File: config.mk
export PLATFORM = sky130hd
export DESIGN_NAME = sim_msg_framer
export DESIGN_NICKNAME = d
export VERILOG_FILES = /design/src/rtl/sim_msg_pkg.sv /design/src/rtl/sim_msg_buf.sv /design/src/rtl/sim_msg_framer.sv
export SDC_FILE = /design/constraint.sdc
export NUM_CORES = 1
export LEC_CHECK = 0
export ABC_AREA = 1
export CORE_MARGIN = 2
export CORE_UTILIZATION = 26
export CTS_CLUSTER_DIAMETER = 30
export DETAILED_ROUTE_END_ITERATION = 6
export PLACE_DENSITY = 0.45
export SETUP_SLACK_MARGIN = 0.2
export SYNTH_ARGS = -nofsm -noshare
export SYNTH_HDL_FRONTEND = slang
export SYNTH_SLANG_ARGS = --single-unit
File: constraint.sdc
create_clock -name i_clk -period 5 [get_ports i_clk]
set_input_delay 1 -clock i_clk [delete_from_list [all_inputs] [get_ports i_clk]]
set_output_delay 1 -clock i_clk [all_outputs]
set_load 0.005 [all_outputs]
File: src/rtl/sim_msg_pkg.sv
// Shared constants, state encoding and header helper for the message framer.
package sim_msg_pkg;

  localparam logic [15:0] MAGIC = 16'hA5C3;
  localparam int SEQ_W = 8;
  localparam int LEN_W = 8;

  typedef enum logic [1:0] {
    FILL = 2'd0,
    HDR  = 2'd1,
    PAY  = 2'd2,
    TRL  = 2'd3
  } state_t;

  function automatic logic [31:0] header_word(input logic [SEQ_W-1:0] seq,
                                              input logic [LEN_W-1:0] len);
    return {MAGIC, seq, len};
  endfunction

endpackage

File: src/rtl/sim_msg_buf.sv
// Single-clock payload buffer: writes in arrival order, reads back in the same order.
module sim_msg_buf #(
  parameter int DATA_W = 32,
  parameter int DEPTH  = 16
) (
  input  logic              i_clk,
  input  logic              clear,
  input  logic              wr_en,
  input  logic [DATA_W-1:0] wr_data,
  input  logic              rd_en,
  output logic [DATA_W-1:0] rd_data
);

  localparam int PTR_W = (DEPTH > 1) ? $clog2(DEPTH) : 1;
  localparam logic [PTR_W-1:0] LAST_PTR = PTR_W'(DEPTH - 1);

  logic [DATA_W-1:0] mem [DEPTH];
  logic [PTR_W-1:0]  wr_ptr;
  logic [PTR_W-1:0]  rd_ptr;

  always_ff @(posedge i_clk) begin
    if (clear) begin
      wr_ptr <= '0;
      rd_ptr <= '0;
    end else begin
      if (wr_en) wr_ptr <= (wr_ptr == LAST_PTR) ? '0 : wr_ptr + PTR_W'(1);
      if (rd_en) rd_ptr <= (rd_ptr == LAST_PTR) ? '0 : rd_ptr + PTR_W'(1);
    end
  end

  // Storage is never reset; the pointers alone define what is valid.
  always_ff @(posedge i_clk) begin
    if (wr_en) mem[wr_ptr] <= wr_data;
  end

  assign rd_data = mem[rd_ptr];

endmodule

File: src/rtl/sim_msg_framer.sv
// Collects one message into a buffer, then emits header, payload and an XOR
// trailer toward the socket bridge.
module sim_msg_framer
  import sim_msg_pkg::*;
#(
  parameter int DATA_W    = 32,
  parameter int MAX_WORDS = 16
) (
  input  logic              i_clk,
  input  logic              reset,
  input  logic [DATA_W-1:0] s_data,
  input  logic              s_valid,
  input  logic              s_last,
  output logic              s_ready,
  output logic [DATA_W-1:0] m_data,
  output logic              m_valid,
  input  logic              m_ready,
  output logic              m_last,
  output logic [31:0]       frame_cnt
);

  localparam logic [LEN_W-1:0] MAX_LEN = LEN_W'(MAX_WORDS);

  state_t            state, state_nxt;
  logic [LEN_W-1:0]  wcnt, len, pay_cnt;
  logic [LEN_W-1:0]  wcnt_inc, pay_cnt_inc;
  logic [SEQ_W-1:0]  seq;
  logic [DATA_W-1:0] csum, buf_rd_data, hdr_word;
  logic              s_fire, m_fire, close_frame, pay_fire, trl_fire;

  assign wcnt_inc    = wcnt + LEN_W'(1);
  assign pay_cnt_inc = pay_cnt + LEN_W'(1);
  assign s_fire      = s_valid && (state == FILL);
  assign m_fire      = m_ready && (state != FILL);
  assign close_frame = s_fire && (s_last || (wcnt_inc == MAX_LEN));
  assign pay_fire    = m_fire && (state == PAY);
  assign trl_fire    = m_fire && (state == TRL);
  assign hdr_word    = DATA_W'(header_word(seq, len));

  sim_msg_buf #(
    .DATA_W(DATA_W),
    .DEPTH (MAX_WORDS)
  ) u_buf (
    .i_clk  (i_clk),
    .clear  (reset || trl_fire),
    .wr_en  (s_fire),
    .wr_data(s_data),
    .rd_en  (pay_fire),
    .rd_data(buf_rd_data)
  );

  always_ff @(posedge i_clk) begin
    if (reset) state <= FILL;
    else       state <= state_nxt;
  end

  always_comb begin
    state_nxt = state;
    s_ready   = 1'b0;
    m_valid   = 1'b0;
    m_last    = 1'b0;
    m_data    = '0;
    case (state)
      FILL: begin
        s_ready = 1'b1;
        if (close_frame) state_nxt = HDR;
      end
      HDR: begin
        m_valid = 1'b1;
        m_data  = hdr_word;
        if (m_ready) state_nxt = PAY;
      end
      PAY: begin
        m_valid = 1'b1;
        m_data  = buf_rd_data;
        if (m_ready && (pay_cnt_inc == len)) state_nxt = TRL;
      end
      TRL: begin
        m_valid = 1'b1;
        m_last  = 1'b1;
        m_data  = hdr_word ^ csum;
        if (m_ready) state_nxt = FILL;
      end
      default: state_nxt = FILL;
    endcase
  end

  // Payload XOR is folded in as words arrive, so the trailer needs only the header term.
  always_ff @(posedge i_clk) begin
    if (reset) begin
      wcnt      <= '0;
      len       <= '0;
      pay_cnt   <= '0;
      seq       <= '0;
      frame_cnt <= '0;
      csum      <= '0;
    end else begin
      if (s_fire) begin
        wcnt <= wcnt_inc;
        csum <= csum ^ s_data;
        if (close_frame) len <= wcnt_inc;
      end
      if (pay_fire) pay_cnt <= pay_cnt_inc;
      if (trl_fire) begin
        seq       <= seq + SEQ_W'(1);
        frame_cnt <= frame_cnt + 32'd1;
        wcnt      <= '0;
        pay_cnt   <= '0;
        csum      <= '0;
      end
    end
  end

endmodule

==> impl_metrics.csv <==
group,metric,value,unit
worst_setup_path,crit_path_max_incr_delay,0.62,ns
sta,fmax,222,MHz
floorplan,start_util,0.261,
global_routing,grt_use_met2,0.248,
clocking,insertion_delay,0.70,ns
sta,slew_viol_final,0,
logic_synthesis,synth_top_area_cell,"edfxtp_1",
outcome,run_status,"finished clean",
power_and_ir_drop,ir_drop,0.000334,V
worst_setup_path,r2r_cells,9,
sta,finalHoldViolCount,0,
layout,fin_cells,3819,
power_and_ir_drop,pwr-share-seq,0.371,
clocking,clock_sinks,622,
placement,place_hpwl,44600,um
clocking,root_buffer,"clkbuf_16",
clocking,clk_pin_slew_worst_paths,0.04,ns
worst_setup_path,crit_chain,"clkinv_2 > buf_12 > o21ai_0 > o221ai_1 > nand3_1 > nand2_1 > nand2_1 > a31oi_1 > clkdlybuf4s50_1",
sta,final.period_utilization,0.900,
clocking,numCtsBuffers,137,
sta,setup_tns,0,ns
route,routedWlPerCell,21.2,um
logic_synthesis,synth_top_area_frac,0.601,
clocking,cts_max_level,4,
logic_synthesis,ys_top_cells_by_area,"edfxtp_1 (60%), dfxtp_1 (8.6%), o21ai_0 (6.5%)",
route,drt_iter0_markers,1493,
worst_setup_path,path_class,"register to output port",
logic_synthesis,async_reset_ff_frac,0,
power_and_ir_drop,p_switching,4.10,mW
layout,mostFrequentLayoutCell,"edfxtp_1",
logic_synthesis,syn-cell-area,0.0256,sq mm
logic_synthesis,synth.avg_cell_area,11.3,sq um
clocking,clockBufferDepth,3,
placement,gp_congestion,0.808,
global_routing,busiest_layer,"met2",
floorplan,die_y,318,um
placement,dp.cells,3567,
clocking,cts_tree,"done",
power_and_ir_drop,p_comb_frac,0.106,
power_and_ir_drop,intPower,12.1,mW
layout,final_nets,2470,
logic_synthesis,yosysSeqAreaShare,0.687,
layout,drive_above_1_share,0.128,
floorplan,die-area,0.101,sq mm
global_routing,overflow,0,
worst_setup_path,endpoint_kind,"output port",
sta,rsz0062_at_grt,"false",
logic_synthesis,yosysUniqueCellTypes,43,
power_and_ir_drop,cellLeakagePower,10.9,nW
floorplan,core_area,0.0980,sq mm
job,cap_violations,0,
global_routing,grt_pass1_wl,119000,um
placement,portBuffers,103,
min_path,holdPathStages,2,
worst_setup_path,crit_path_frequent_cell,"nand2_1",
global_routing,antenna_found_initial,8,
route,antenna_left,0,
worst_setup_path,worstPathMaxFanout,66,
global_routing,grt_util_met1,0.209,
layout,num-fill-cells,9675,
layout,synthToLayoutAreaGrowth,28.0,%
global_routing,use_met3,0.0445,
sta,final_period_minus_worst_setup_slack,4.50,ns
worst_setup_path,worst_ep_arrival_time,3.50,ns
logic_synthesis,yosysWarnings,0,
floorplan,fp-row-count,115,
floorplan,die_x,318,um
min_path,holdCritPathClass,"register to register",
worst_setup_path,cpMaxStageDelayCell,"clkdlybuf4s50_1",
sta,max_slew_margin,0.348,
global_routing,grt_max_degree,153,
layout,mostFrequentLayoutCells,"edfxtp_1 (512), o21ai_0 (331), nor2_1 (330), nand2_1 (240), clkbuf_16 (139)",
route,routed_wl,80800,um
worst_setup_path,start_kind,"register",
sta,finalSetupViolations,0,
route,via_per_inst,4.86,
power_and_ir_drop,p_sw_frac,0.254,
floorplan,ios,104,
sta,worst_pin_slew,0.976,ns
logic_synthesis,synth_nets,2314,
worst_setup_path,cp.required,4.00,ns
logic_synthesis,synth_ff_type,"edfxtp_1",
route,drc_errors,0,
power_and_ir_drop,power_density,493,mW/mm^2
logic_synthesis,ys_ff_latch,622,
logic_synthesis,synth-edff-count,512,
logic_synthesis,synthCells,2263,
sta,fin_worst_skew,0.0197,ns
power_and_ir_drop,p_clk_frac,0.523,
global_routing,grt_pass1_vias,18816,
global_routing,grt_util_all_layers,0.158,
route,dr.pass1.iters,5,
route,vias,18557,
## sequential cells by signal, summed over array words and instances, names as in the netlist, named ones only
name	cells
frame_cnt	32
wcnt	8
len	8
u_buf.mem	512
seq	8
state	2
pay_cnt	8
u_buf.wr_ptr	4
u_buf.rd_ptr	4
csum	32
## cell type report
type                    count  area [sq um]  share of cell area
well taps                1287          1610              0.0492
diodes                      2          5.00            0.000153
clock buffers             168          3610               0.110
inverters                 103           397              0.0121
multi-input cells        1401          7160               0.219
flip-flops and latches    622         17600               0.537
clock inverters            82           764              0.0233
repair buffers            154          1630              0.0497
## path summary, 6_finish.rpt
| path | from | endpoint | slack [ns] |
|---|---|---|---|
| setup / recovery | register | m_data[10] | 0.50 |
| hold / removal | csum[14]$_SDFFE_PP0P_ | csum[14]$_SDFFE_PP0P_ | 0.46 |
| setup reg to reg | state[1]$_SDFFE_PP0P_ | u_buf.rd_ptr[0]$_SDFFE_PP0P_ | 1.72 |
| hold reg to reg | csum[14]$_SDFFE_PP0P_ | csum[14]$_SDFFE_PP0P_ | 0.46 |
## what timing repair did
item                                    4_1_cts  5_1_grt
hold buffers                                  0        0
endpoints found under the setup margin        0        2
buffers inserted                              0        0
endpoints found under the hold margin         0        0
resized for setup                             0        2
## routing by layer
metal  up-vias  share of wire  wire length [um]
met3       127          0.072              5780
met4         6          0.021              1700
li1       8570              -                 -
met5         -        0.00041                33
met2       579           0.46             37300
met1      9275           0.45             36000
## worst max-delay path: cells and delay by family (launching register included)
kind / cells / cell delay (ns)
AO/OA/AOI/OAI: 3 / 0.78
buffers and inverters: 3 / 1.25
AND/OR/NAND/NOR: 3 / 0.29
flip-flops: 1 / 0.45
## power groups by stage
stage | Sequential [mW] | Clock, mW | Combinational [mW]
2_1_floorplan | 6.03 | 0 | 0.985
3_3_place_gp | 6.07 | 0 | 1.70
4_1_cts | 5.99 | 8.60 | 1.72
3_5_place_dp | 6.08 | 0 | 1.72
5_1_grt | 6.01 | 8.86 | 1.90
6_report | 5.99 | 8.45 | 1.71
## synth_stat cells, types with 3 or more instances
cell / n
inv_1: 99
nand3_1: 77
dfxtp_1: 110
buf_4: 7
nand2_1: 241
buf_2: 38
xnor2_1: 5
ha_1: 14
nor2_1: 346
xor2_1: 12
o21ai_0: 331
nor3_1: 22
o21ai_1: 20
o22ai_1: 46
nand4_1: 8
o221ai_1: 84
clkbuf_1: 84
edfxtp_1: 512
a31oi_1: 17
nor2_2: 3
nand2_2: 3
a21oi_1: 108
nor4_1: 3
a22oi_1: 4
buf_1: 7
o211ai_1: 14
or2_2: 24
## logic make-up (layout without fill, tap and decap cells)
logic type	after synthesis	count (layout)	share of synthesized area
compound gates	627	627	0.140
xor+xnor	17	17	0.00582
fa+ha+maj	14	14	0.00685
buf+inv	240	507	0.0384
flops	622	622	0.687
other cells	0	2	0
simple gates	743	743	0.122
## per-stage QoR
stage	utilization	hold slack [ns]	setup slack (ns)	area [sq um]	power (mW)
3_3_place_gp	0.290	0.448	1.07	28400	7.77
5_1_grt	0.334	0.481	0.237	32800	16.8
6_report	0.334	0.463	0.499	32800	16.2
2_1_floorplan	-	0.439	1.38	25600	7.02
3_5_place_dp	0.290	0.457	1.09	28400	7.80
4_1_cts	0.334	0.463	0.315	32700	16.3
Note: power is estimated with default switching activity, not from simulation.
